--- src/rtl/z2_autoconfig_pkg.sv ---
// rtl/z2_autoconfig_pkg.sv - shared constants, types and helpers for the Zorro II autoconfig host
//   Register indices (word offsets inside $E8xxxx), size-code enum,
//   size-code-to-MB decode, ID register walk order, FSM state types.
package z2_autoconfig_pkg;

  localparam logic [7:0] AC_SPACE    = 8'hE8;
  localparam logic [7:0] REG_TYPE    = 8'h00;
  localparam logic [7:0] REG_SIZE    = 8'h01;
  localparam logic [7:0] REG_PROD_HI = 8'h02;
  localparam logic [7:0] REG_PROD_LO = 8'h03;
  localparam logic [7:0] REG_MFG_0   = 8'h08;
  localparam logic [7:0] REG_MFG_1   = 8'h09;
  localparam logic [7:0] REG_MFG_2   = 8'h0A;
  localparam logic [7:0] REG_MFG_3   = 8'h0B;
  localparam logic [7:0] REG_BASE    = 8'h24;
  localparam logic [7:0] REG_SHUTUP  = 8'h26;

  typedef enum logic [2:0] {
    SZ_8MB = 3'b000,
    SZ_4MB = 3'b111,
    SZ_2MB = 3'b110,
    SZ_1MB = 3'b101
  } size_code_e;

  typedef enum logic [3:0] {
    S_IDLE, S_RD_TYPE, S_RD_SIZE, S_RD_ID, S_ALLOC,
    S_WR_BASE, S_WR_SHUT, S_REPORT, S_FIN
  } host_state_e;

  typedef enum logic [2:0] {
    B_IDLE, B_SETUP, B_STROBE, B_WAIT, B_RELEASE
  } bus_state_e;

  // Board size in MB; 0 marks a code this host cannot place.
  function automatic logic [3:0] size_to_mb(input logic [2:0] code);
    case (code)
      SZ_8MB:  size_to_mb = 4'd8;
      SZ_4MB:  size_to_mb = 4'd4;
      SZ_2MB:  size_to_mb = 4'd2;
      SZ_1MB:  size_to_mb = 4'd1;
      default: size_to_mb = 4'd0;
    endcase
  endfunction

  // ID registers in capture order: product hi/lo, then manufacturer MSB first.
  function automatic logic [7:0] id_reg(input logic [2:0] idx);
    case (idx)
      3'd0:    id_reg = REG_PROD_HI;
      3'd1:    id_reg = REG_PROD_LO;
      3'd2:    id_reg = REG_MFG_0;
      3'd3:    id_reg = REG_MFG_1;
      3'd4:    id_reg = REG_MFG_2;
      default: id_reg = REG_MFG_3;
    endcase
  endfunction

endpackage

--- src/rtl/z2_bus_cycle.sv ---
// rtl/z2_bus_cycle.sv - one 68000-style nibble bus cycle in autoconfig space with DTACK timeout
//   CLK, RESETn          : clock, synchronous active-low reset
//   req, rw, reg_idx,    : cycle request (accepted when idle), rw=1 read,
//   wdata                  register word offset, write nibble
//   ack, rdata, timeout  : ack pulses in RELEASE; rdata/timeout valid with it
//   ADDR, DBUS_*, ASn,   : bus side (A23:1, D15:12, strobes, acknowledge)
//   UDSn, LDSn, RWn, DTACKn
import z2_autoconfig_pkg::*;

module z2_bus_cycle #(
  parameter int TIMEOUT = 64
) (
  input  logic        CLK,
  input  logic        RESETn,
  input  logic        req,
  input  logic        rw,
  input  logic [7:0]  reg_idx,
  input  logic [3:0]  wdata,
  output logic        ack,
  output logic [3:0]  rdata,
  output logic        timeout,
  output logic [22:0] ADDR,
  output logic [3:0]  DBUS_OUT,
  output logic        DBUS_OE,
  input  logic [3:0]  DBUS_IN,
  output logic        ASn,
  output logic        UDSn,
  output logic        LDSn,
  output logic        RWn,
  input  logic        DTACKn
);

  localparam int CW = (TIMEOUT > 1) ? $clog2(TIMEOUT) : 1;
  localparam logic [CW-1:0] TO_LAST = CW'(TIMEOUT - 1);

  bus_state_e    state, state_nx;
  logic [22:0]   addr_q;
  logic          rw_q;
  logic [3:0]    wdata_q;
  logic [3:0]    rdata_q;
  logic          to_q;
  logic [CW-1:0] cnt;

  always_ff @(posedge CLK) begin
    if (!RESETn) begin
      state   <= B_IDLE;
      addr_q  <= '0;
      rw_q    <= 1'b1;
      wdata_q <= '0;
      rdata_q <= '0;
      to_q    <= 1'b0;
      cnt     <= '0;
    end else begin
      state <= state_nx;
      case (state)
        B_IDLE: if (req) begin
          addr_q  <= {AC_SPACE, 7'b0, reg_idx};
          rw_q    <= rw;
          wdata_q <= wdata;
          to_q    <= 1'b0;
        end
        B_STROBE: cnt <= '0;
        B_WAIT: begin
          if (!DTACKn) begin
            if (rw_q) rdata_q <= DBUS_IN;
          end else if (cnt == TO_LAST) begin
            to_q <= 1'b1;
          end else begin
            cnt <= cnt + 1'b1;
          end
        end
        default: ;
      endcase
    end
  end

  always_comb begin
    state_nx = state;
    case (state)
      B_IDLE:    if (req) state_nx = B_SETUP;
      B_SETUP:   state_nx = B_STROBE;
      B_STROBE:  state_nx = B_WAIT;
      B_WAIT:    if (!DTACKn || cnt == TO_LAST) state_nx = B_RELEASE;
      B_RELEASE: state_nx = B_IDLE;
      default:   state_nx = B_IDLE;
    endcase
  end

  // Strobes and data drive come straight from state so RELEASE/reset
  // deassert everything in the same cycle.
  logic active, strobe;
  always_comb begin
    active   = state inside {B_SETUP, B_STROBE, B_WAIT};
    strobe   = state inside {B_STROBE, B_WAIT};
    ADDR     = addr_q;
    DBUS_OUT = wdata_q;
    DBUS_OE  = active && !rw_q;
    RWn      = active ? rw_q : 1'b1;
    ASn      = !strobe;
    UDSn     = !strobe;
    LDSn     = 1'b1;
    ack      = (state == B_RELEASE);
    rdata    = rdata_q;
    timeout  = to_q;
  end

endmodule

--- src/rtl/z2_autoconfig_host.sv ---
// rtl/z2_autoconfig_host.sv - Zorro II autoconfig initiator: enumerate boards, place memory, report
//   CLK, RESETn, start   : clock, sync active-low reset, enumeration start pulse
//   ADDR..DTACKn         : 68000 bus toward the autoconfig chain
//   busy, done           : enumeration in progress / one-cycle end pulse
//   rpt_*                : per-board report, valid/ready handshake
//   board_count          : boards handshaken so far
//   Macro AUTOCFG_ID_READ_EN adds product/manufacturer reads and rpt_prod/rpt_mfg.
import z2_autoconfig_pkg::*;

module z2_autoconfig_host #(
  parameter logic [3:0] FREE_BASE  = 4'h2,
  parameter logic [3:0] FREE_END   = 4'hA,
  parameter int         TIMEOUT    = 64,
  parameter int         MAX_BOARDS = 8
) (
  input  logic        CLK,
  input  logic        RESETn,
  input  logic        start,
  output logic [22:0] ADDR,
  output logic [3:0]  DBUS_OUT,
  output logic        DBUS_OE,
  input  logic [3:0]  DBUS_IN,
  output logic        ASn,
  output logic        UDSn,
  output logic        LDSn,
  output logic        RWn,
  input  logic        DTACKn,
  output logic        busy,
  output logic        done,
  output logic        rpt_valid,
  input  logic        rpt_ready,
  output logic [3:0]  rpt_base,
  output logic [2:0]  rpt_size,
  output logic        rpt_shutup,
  output logic [3:0]  board_count
`ifdef AUTOCFG_ID_READ_EN
  ,
  output logic [7:0]  rpt_prod,
  output logic [15:0] rpt_mfg
`endif
);

  localparam logic [3:0] LAST_BOARD = 4'(MAX_BOARDS - 1);

  host_state_e state, state_nx;
  logic        bus_req, bus_rw, bus_ack, bus_timeout;
  logic [7:0]  bus_reg;
  logic [3:0]  bus_wdata, bus_rdata;

  logic [2:0]  type_q;
  logic [2:0]  size_q;
  logic [3:0]  base_q;
  logic        shut_q;
  logic [4:0]  next_free;   // 5 bits so base+size never wraps past 4'hF
`ifdef AUTOCFG_ID_READ_EN
  logic [2:0]  id_idx;
  logic [7:0]  prod_q;
  logic [15:0] mfg_q;
`endif

  z2_bus_cycle #(.TIMEOUT(TIMEOUT)) u_bus (
    .CLK(CLK), .RESETn(RESETn),
    .req(bus_req), .rw(bus_rw), .reg_idx(bus_reg), .wdata(bus_wdata),
    .ack(bus_ack), .rdata(bus_rdata), .timeout(bus_timeout),
    .ADDR(ADDR), .DBUS_OUT(DBUS_OUT), .DBUS_OE(DBUS_OE), .DBUS_IN(DBUS_IN),
    .ASn(ASn), .UDSn(UDSn), .LDSn(LDSn), .RWn(RWn), .DTACKn(DTACKn)
  );

  // Placement: align to min(size,2)MB relative to FREE_BASE, then fit check.
  logic [3:0] mb;
  logic [4:0] off, base5, end5;
  logic       fits;
  always_comb begin
    mb  = size_to_mb(size_q);
    off = next_free - {1'b0, FREE_BASE};
    if (mb != 4'd1 && off[0]) off = off + 5'd1;
    base5 = {1'b0, FREE_BASE} + off;
    end5  = base5 + {1'b0, mb};
    fits  = (type_q == 3'b111) && (mb != 4'd0) && (end5 <= {1'b0, FREE_END});
  end

  always_ff @(posedge CLK) begin
    if (!RESETn) state <= S_IDLE;
    else         state <= state_nx;
  end

  // Bus requests are held for the whole state; the engine only takes one
  // when idle and the FSM leaves the state on the matching ack.
  always_comb begin
    state_nx  = state;
    bus_req   = 1'b0;
    bus_rw    = 1'b1;
    bus_reg   = REG_TYPE;
    bus_wdata = 4'h0;
    case (state)
      S_IDLE: if (start) state_nx = S_RD_TYPE;
      S_RD_TYPE: begin
        bus_req = 1'b1;
        if (bus_ack) state_nx = bus_timeout ? S_FIN : S_RD_SIZE;
      end
      S_RD_SIZE: begin
        bus_req = 1'b1;
        bus_reg = REG_SIZE;
`ifdef AUTOCFG_ID_READ_EN
        if (bus_ack) state_nx = S_RD_ID;
`else
        if (bus_ack) state_nx = S_ALLOC;
`endif
      end
      S_RD_ID: begin
`ifdef AUTOCFG_ID_READ_EN
        bus_req = 1'b1;
        bus_reg = id_reg(id_idx);
        if (bus_ack && id_idx == 3'd5) state_nx = S_ALLOC;
`else
        state_nx = S_ALLOC;
`endif
      end
      S_ALLOC: state_nx = fits ? S_WR_BASE : S_WR_SHUT;
      S_WR_BASE: begin
        bus_req   = 1'b1;
        bus_rw    = 1'b0;
        bus_reg   = REG_BASE;
        bus_wdata = base_q;
        if (bus_ack) state_nx = S_REPORT;
      end
      S_WR_SHUT: begin
        bus_req = 1'b1;
        bus_rw  = 1'b0;
        bus_reg = REG_SHUTUP;
        if (bus_ack) state_nx = S_REPORT;
      end
      S_REPORT: if (rpt_ready) state_nx = (board_count == LAST_BOARD) ? S_FIN : S_RD_TYPE;
      S_FIN: state_nx = S_IDLE;
      default: state_nx = S_IDLE;
    endcase
  end

  always_ff @(posedge CLK) begin
    if (!RESETn) begin
      type_q      <= '0;
      size_q      <= '0;
      base_q      <= '0;
      shut_q      <= 1'b0;
      next_free   <= {1'b0, FREE_BASE};
      board_count <= '0;
`ifdef AUTOCFG_ID_READ_EN
      id_idx      <= '0;
      prod_q      <= '0;
      mfg_q       <= '0;
`endif
    end else begin
      case (state)
        S_IDLE: if (start) begin
          next_free   <= {1'b0, FREE_BASE};
          board_count <= '0;
        end
        S_RD_TYPE: if (bus_ack) type_q <= bus_rdata[3:1];
        S_RD_SIZE: if (bus_ack) begin
          size_q <= bus_rdata[2:0];
`ifdef AUTOCFG_ID_READ_EN
          id_idx <= '0;
`endif
        end
`ifdef AUTOCFG_ID_READ_EN
        S_RD_ID: if (bus_ack) begin
          id_idx <= id_idx + 3'd1;
          case (id_idx)
            3'd0:    prod_q[7:4]  <= ~bus_rdata;
            3'd1:    prod_q[3:0]  <= ~bus_rdata;
            3'd2:    mfg_q[15:12] <= ~bus_rdata;
            3'd3:    mfg_q[11:8]  <= ~bus_rdata;
            3'd4:    mfg_q[7:4]   <= ~bus_rdata;
            default: mfg_q[3:0]   <= ~bus_rdata;
          endcase
        end
`endif
        S_ALLOC: begin
          if (fits) begin
            base_q    <= base5[3:0];
            shut_q    <= 1'b0;
            next_free <= end5;
          end else begin
            base_q    <= 4'h0;
            shut_q    <= 1'b1;
          end
        end
        S_REPORT: if (rpt_ready) board_count <= board_count + 4'd1;
        default: ;
      endcase
    end
  end

  always_comb begin
    busy       = !(state inside {S_IDLE, S_FIN});
    done       = (state == S_FIN);
    rpt_valid  = (state == S_REPORT);
    rpt_base   = base_q;
    rpt_size   = size_q;
    rpt_shutup = shut_q;
`ifdef AUTOCFG_ID_READ_EN
    rpt_prod   = prod_q;
    rpt_mfg    = mfg_q;
`endif
  end

endmodule

--- config.mk ---
export PLATFORM = sky130hd
export DESIGN_NAME = z2_autoconfig_host
export DESIGN_NICKNAME = d
export VERILOG_FILES = /design/src/rtl/z2_autoconfig_pkg.sv /design/src/rtl/z2_bus_cycle.sv /design/src/rtl/z2_autoconfig_host.sv
export SDC_FILE = /design/constraint.sdc
export NUM_CORES = 1
export LEC_CHECK = 0
export ABC_AREA = 1
export CAP_MARGIN = 20
export CELL_PAD_IN_SITES_DETAIL_PLACEMENT = 0
export CELL_PAD_IN_SITES_GLOBAL_PLACEMENT = 2
export CORE_MARGIN = 5
export CORE_UTILIZATION = 26
export CTS_BUF_LIST = sky130_fd_sc_hd__clkbuf_4
export CTS_CLUSTER_DIAMETER = 120
export DETAILED_ROUTE_END_ITERATION = 10
export GPL_TIMING_DRIVEN = 0
export PLACE_DENSITY_LB_ADDON = 0.1
export SLEW_MARGIN = 15
export SYNTH_ARGS = -nofsm -noshare
export SYNTH_HDL_FRONTEND = slang
export SYNTH_SLANG_ARGS = --single-unit
--- constraint.sdc ---
create_clock -name CLK -period 2.9 [get_ports CLK]
set_input_delay 0.58 -clock CLK [delete_from_list [all_inputs] [get_ports CLK]]
set_output_delay 0.58 -clock CLK [all_outputs]
set_load 0.02 [all_outputs]
======== After elaboration in Yosys (flattened, before gate mapping) ========
Cells that the tools add are included.
storage, ports and cells
  bits in registers ....................... 52
  input bits .............................. 9
cells by class
  add/sub/neg operators ................... 6
  magnitude comparators ................... 1
  equal/unequal tests ..................... 30
  muxes and demuxes ....................... 34
  bitwise logic cells ..................... 1
  reductions and logical operators ........ 31
operator list
  kind                                           number
  two-way mux 4 bit                              11
  case mux 4 bit (7 select lines)                1
  == test 4 x 3 -> 1 bit, second input constant  5
  case mux 6 bit (3 select lines)                1
  case mux 4 bit (4 select lines)                1
  == test 3 bit, second input constant           5
  two-way mux 5 bit                              3
  != test 2 bit, second input constant           7
  two-way mux 6 bit                              2
  case mux 3 bit (4 select lines)                1
  case mux 6 bit (2 select lines)                1
  AND reduction 3 bit                            4
  case mux 5 bit (2 select lines)                1
  nonzero test 2 bit                             5
  == test 4 x 2 -> 1 bit, second input constant  2
  != test 2 x 1 -> 1 bit, second input constant  4
  case mux 4 bit (2 select lines)                1
  AND reduction 2 bit                            4
  two-way mux 1 bit                              7
  adder 6 x 1 -> 6 bit, second input constant    1
  == test 3 x 2 -> 1 bit, second input constant  2
  == test 6 bit, second input constant           1
  zero test 3 bit                                2
  two-way mux 3 bit                              2
  other kinds (23)                               29

======== Longest topological paths before layout ========
  depth in word-level cells ............... 11
  mapped depth ............................ 25

======== Cells and area by module ========
A second synthesis with hierarchy kept.
unflattened totals
  cells, all modules ...................... 440
  area total of the unflattened synthesis .. 3040.4 µm²
modules (own cells, without submodules)
  module              times used  cells an instance  area each (µm²)  seq. area each (µm²)
  z2_autoconfig_host  1           247                1654.1           480.5
  z2_bus_cycle        1           193                1386.3           560.5

======== Least setup slack after synthesis ========
OpenSTA, ideal clock, no wires.
  path type ............................... flip-flop to flip-flop
  from .................................... reg next_free[1]
  to ...................................... reg next_free[3]
  data arrival time ....................... 2728 ps
  data required time ...................... 2768 ps
  setup slack ............................. 40 ps
  stages on the path, launching flop included .. 26
  path buffers ............................ 0
  period minus slack after synthesis ...... 2860 ps
  cell sequence ........................... dfxtp_1 > inv_1 > ha_1 > inv_1 > nand2_1 > nand2_1 > nand3_1 > nand2_2 > inv_2 > ha_1 > xor2_1 > ha_1 > nand2_1 > nand2_1 > nor2_1 > clkinv_1 > nand2_1 > nand2_1 > nand2_1 > nand2_1 > nand2_1 > nand3_2 > nand2_4 > nand2_4 > nand2_1 > a21oi_2
between the ends
  word-level cells in the longest chain between the ends .. 9
  elaborated cells between the ends (all ways) .. 11
  those cells by class .................... add/sub (4); order compare (1); eq/ne (1); mux (3); reduce/logical (2)
ends and longest elaborated chain
  element                        line                       RTL
  start: declaration             z2_autoconfig_host.sv:54   logic [4:0] next_free;
  start signal: assignment       z2_autoconfig_host.sv:145  next_free <= {1'b0, FREE_BASE};
  start signal: assignment       z2_autoconfig_host.sv:155  next_free <= {1'b0, FREE_BASE};
  start signal: assignment       z2_autoconfig_host.sv:182  next_free <= end5;
  subtractor 5 x 2 -> 5 bit (*)  z2_autoconfig_host.sv:75   off = next_free - {1'b0, FREE_BASE};
  adder 5 x 1 -> 5 bit           z2_autoconfig_host.sv:76   if (mb != 4'd1 && off[0]) off = off + 5'd1;
  two-way mux 5 bit (*)          z2_autoconfig_host.sv:76
  adder 2 x 5 -> 5 bit (*)       z2_autoconfig_host.sv:77   base5 = {1'b0, FREE_BASE} + off;
  adder 5 x 4 -> 5 bit (*)       z2_autoconfig_host.sv:78   end5 = base5 + {1'b0, mb};
  <= comparator 5 x 4 -> 1 bit   z2_autoconfig_host.sv:79   fits = (type_q == 3'b111) && (mb != 4'd0) && (end5 <= {1'b0, FREE_END});
  logical AND 1 bit              z2_autoconfig_host.sv:79
  != test 2 bit (no line)        -
  AND reduction 3 bit (no line)  -
Mark *: on every way between the ends. The rest lies on a longest branch, timed or not. The select of a mux whose other input is x is not followed.
A chain may end at the register's enable or synchronous reset.

======== Final worst setup path ========
  from .................................... reg next_free[1]
  to ...................................... reg state[0]
between the ends
  word-level cells in the longest chain between the ends .. 9
ends and longest elaborated chain
  element                              line                       RTL
  subtractor 5 x 2 -> 5 bit (*)        z2_autoconfig_host.sv:75
  adder 5 x 1 -> 5 bit                 z2_autoconfig_host.sv:76
  two-way mux 5 bit (*)                z2_autoconfig_host.sv:76
  adder 2 x 5 -> 5 bit (*)             z2_autoconfig_host.sv:77
  adder 5 x 4 -> 5 bit (*)             z2_autoconfig_host.sv:78
  <= comparator 5 x 4 -> 1 bit (*)     z2_autoconfig_host.sv:79
  logical AND 1 bit (*)                z2_autoconfig_host.sv:79
  two-way mux 2 bit (*)                z2_autoconfig_host.sv:119  S_ALLOC: state_nx = fits ? S_WR_BASE : S_WR_SHUT;
  case mux 4 bit (7 select lines) (*)  z2_autoconfig_host.sv:95   case (state)
  end signal: assignment               z2_autoconfig_host.sv:84   else state <= state_nx;
  end: declaration                     z2_autoconfig_host.sv:45   host_state_e state, state_nx;
Mark *: on every way between the ends. The rest lies on a longest branch, timed or not.

==> reports/results.txt <==
The run finished, with violations left. The final reports fail on setup timing. The post-synthesis average cell area is 6.96 µm², and the post-layout net count is 488. Relative to the synthesized area, the layout overhead comes to 34.3%. At the end of routability-driven placement, the weighted congestion stood at 0.786.

The number of nets with antenna violations after detailed routing was 0; the worst hold margin was 0.473 ns. The tree is rooted in a sky130_fd_sc_hd__clkbuf_4. The detailed router finished its first iteration with 100 violations. Setup violations remaining at the end of the flow were counted as 8.

Along the worst path, the maximum fanout reaches 6. The count of final max-slew check failures is 0. For this run, design rule violations remaining after detail routing come to 0. The critical path goes through inv_4 > ha_4 > nand2_1 > nand2_1 > nand3_1 > nand2_2 > inv_2 > ha_4 > xor2_2 > ha_1 > nand2_1 > nand2_2 > nor2_4 > nand3_2 > nand2_4 > nand2_4 > nand2_2 > nand2_1 > nand2_2 > nand3_2 > nand2_1 > nand2_1 > a21oi_2. The post-route minimum period came out at 2.95 ns. In this run the worst hold path is classified as register to register.

Across the run, the number of max-cap violations was 0. The logs give 0 for the total global routing overflow and 0 for the number of failing hold endpoints at the final stage. Type of the worst setup path: register to register. Power density relative to cell area: 782 nW/µm².

The slew of the pin with the lowest slew margin was 0.620 ns; the setup total negative slack was -0.172 ns. The run gives 0.36 ns as the clock network latency to the later pin of the worst-skew pair. The first global-routing pass estimated 12300 µm of wire.

Cell with the biggest individual delay on the critical path: sky130_fd_sc_hd__dfxtp_2. TritonCTS built the clock tree. Number of antenna violations at the first check in global routing: 0.

At the worst endpoint, the required time is 3.20 ns. Static timing analysis puts the maximum clock frequency at 339 MHz. Entering global routing, the biggest net connects 15 pins.

Iteration count of the initial detailed-routing pass: 4. The library cell appearing most often on the critical path was sky130_fd_sc_hd__nand2_1. The least setup slack across all paths after layout came out at -0.0522 ns. The count of buffers inserted at the top-level ports was 39; the share of synthesized area occupied by flip-flops and latches was 34.3%. CTS saw 47 sinks. In the final layout, the share of cells above drive strength 1 is 25.2%.

Synthesis instantiated 36 different standard cells from the library. From bottom edge to top edge, the die measures 113 µm. The worst-case IR drop observed on VDD is 0.325 mV. Row generation in the floorplan step produced 37 rows. Across every metal layer, demand over resource in global routing totals 11.8%. For the worst setup path, the data arrival time is 3.25 ns. The leakage power figure was 0.00148 µW; the delay of the slowest critical-path stage was 0.38 ns. The maximum level of the CTS H-tree was 2; the half-perimeter wire length after placement was 5790 µm. The netlist area before placement came out at 2740 µm².

The logs give 0 for the antenna diode count and 0 for the count of warnings emitted by yosys. For the relative max-transition margin, the log shows 58.7%. The hold buffer count at CTS was 0.

The synthesized instance count is 394, and the deepest clock path buffer count is 2. Across the routed clock network, the largest skew measured is 0.0161 ns. The logs give 56 for the I/O pin count and 5 for the number of CTS-inserted buffers. Setup repair after global routing could not meet its margin everywhere. After clock tree synthesis, the clock-pin slew on the worst setup and hold paths is 0.14 ns.

The worst path uses 102% of the clock period. Critical path capture point type: a register. The initial utilization of the core area, before any placement, comes to 26.6%. Measured along the x axis, the die boundary spans 113 µm.

The tools report the sort of element at the start of the critical path as a register. After floorplanning, the core was sized to cover 10300 µm². The ratio of routed vias to standard cells is 4.30, and the area of the die is 12700 µm².

For this block, the via count after detailed routing is 2599. The post-synthesis register bit count is 47. Number of global-route vias before repair: 2478.

Dividing the detail-routed wire length by the instance count gives 12.4 µm. The tools report the final wirelength as 7490 µm.
synthesized netlist by cell type (all sizes together):
| library cell | n | share of area, % |
|---|---|---|
| a211oi | 1 | 0.27 |
| a21oi | 33 | 6.6 |
| and2 | 1 | 0.23 |
| buf | 21 | 5.8 |
| clkbuf | 3 | 0.41 |
| clkinv | 2 | 0.27 |
| conb | 2 | 0.27 |
| dfxtp | 47 | 34 |
| fa | 1 | 0.73 |
| ha | 9 | 4.1 |
| inv | 55 | 7.5 |
| nand2 | 88 | 13 |
| nand3 | 29 | 6.3 |
| nand3b | 1 | 0.27 |
| nand4 | 11 | 2.5 |
| nor2 | 52 | 8.6 |
| nor3 | 8 | 1.6 |
| nor3b | 3 | 0.82 |
| o211ai | 2 | 0.55 |
| o21ai | 18 | 3.3 |
| o221ai | 1 | 0.55 |
| o22ai | 1 | 0.23 |
| or2 | 1 | 0.23 |
| xnor2 | 1 | 0.32 |
| xor2 | 3 | 0.96 |
where the power goes:
part	internal, µW	switching, µW	total [µW]
combinational	711	986	1700
sequential	719	70.9	790
clock	177	217	394
total	1610	1270	2880
metrics by stage:
step / power [µW] / cells / util [%] / instance area, µm² / worst slack (ns)
final: 2880 / 605 / 35.7 / 3680 / -0.0522
after global routing: 3120 / 605 / 35.7 / 3680 / -0.242
after floorplan: 1780 / 408 / - / 2790 / 0.0399
after CTS: 2740 / 598 / 34.5 / 3560 / 0.00192
after global placement: 2160 / 583 / 32.5 / 3350 / -0.443
after detailed placement: 2150 / 583 / 32.5 / 3350 / -0.416
flip-flops by register name (all words and copies together), names as in the netlist:
name and cells:
u_bus.ADDR 4, u_bus.DBUS_OUT 4, next_free 5, u_bus.cnt 6, u_bus.timeout 1, board_count 4
state 4, u_bus.rw_q 1, u_bus.rdata 4, type_q 3, rpt_size 3, rpt_shutup 1
u_bus.state 3, rpt_base 4
logic make-up (layout without fill, tap and decap cells):
| logic type | after synthesis | after routing | synth area share (%) |
|---|---|---|---|
| AOI/OAI and AO/OA | 56 | 56 | 11.5 |
| and+or+nand+nor | 194 | 194 | 33.9 |
| xor gates and xnor gates | 4 | 4 | 1.28 |
| buffers and inverters | 81 | 142 | 14.0 |
| DFF | 47 | 47 | 34.3 |
| other | 2 | 16 | 0.274 |
| adders and majority gates | 10 | 10 | 4.84 |
layout make-up:
class                           instances  area (µm²)
Fill cell                            1148        6640
Multi-Input combinational cell        280        1600
Sequential cell                        47         948
Timing Repair Buffer                   54         503
Inverter                               57         220
Tap cell                              136         170
Buffer                                 24         169
Clock buffer                            5        37.5
Clock inverter                          2        37.5
worst max-delay path, delay by kind of cell (launching register included):
kind | cells | cell delay [ns]
buf+inv | 2 | 0.11
xor+xnor | 1 | 0.17
flops | 1 | 0.38
fa+ha+maj | 3 | 0.77
simple gates | 16 | 1.36
compound gates | 1 | 0.10
what timing repair did:
item,in CTS,in global routing
setup buffers,8,7
pin swaps,10,15
setup endpoints to repair,12,12
gates resized for setup,23,17
hold endpoints to repair,0,0
layer usage:
layer / track usage, % / vias up / routed length, µm / part of all wire (%)
met5: 0 / - / 0 / 0
met4: 2.96 / 0 / 37 / 0.49
met3: 2.53 / 2 / 282 / 3.8
met2: 19.9 / 43 / 3570 / 48
met1: 15.3 / 1174 / 3600 / 48
li1: - / 1380 / - / -
cells in the final DEF (no fill, tap or decap), drive strengths merged, types with 8 or more instances in the layout:
master          n
nand2          88
inv            55
nor2           52
dfxtp          47
clkdlybuf4s50  39
buf            36
a21oi          33
nand3          29
o21ai          18
conb           16
nand4          11
ha              9
nor3            8
clkbuf          8
path summary, 6_finish.rpt:
kind	start	endpoint	slack [ns]	depth (start not counted)
setup reg to reg	next_free[1]$_SDFFE_PN1P_	state[0]$_SDFFE_PN0P_	-0.05	23
setup / recovery	next_free[1]$_SDFFE_PN1P_	state[0]$_SDFFE_PN0P_	-0.05	23
hold / removal	u_bus.rdata[0]$_SDFFE_PN0P_	u_bus.rdata[0]$_SDFFE_PN0P_	0.47	2
hold reg to reg	u_bus.rdata[0]$_SDFFE_PN0P_	u_bus.rdata[0]$_SDFFE_PN0P_	0.47	2
(Power assumes the default switching activity.)
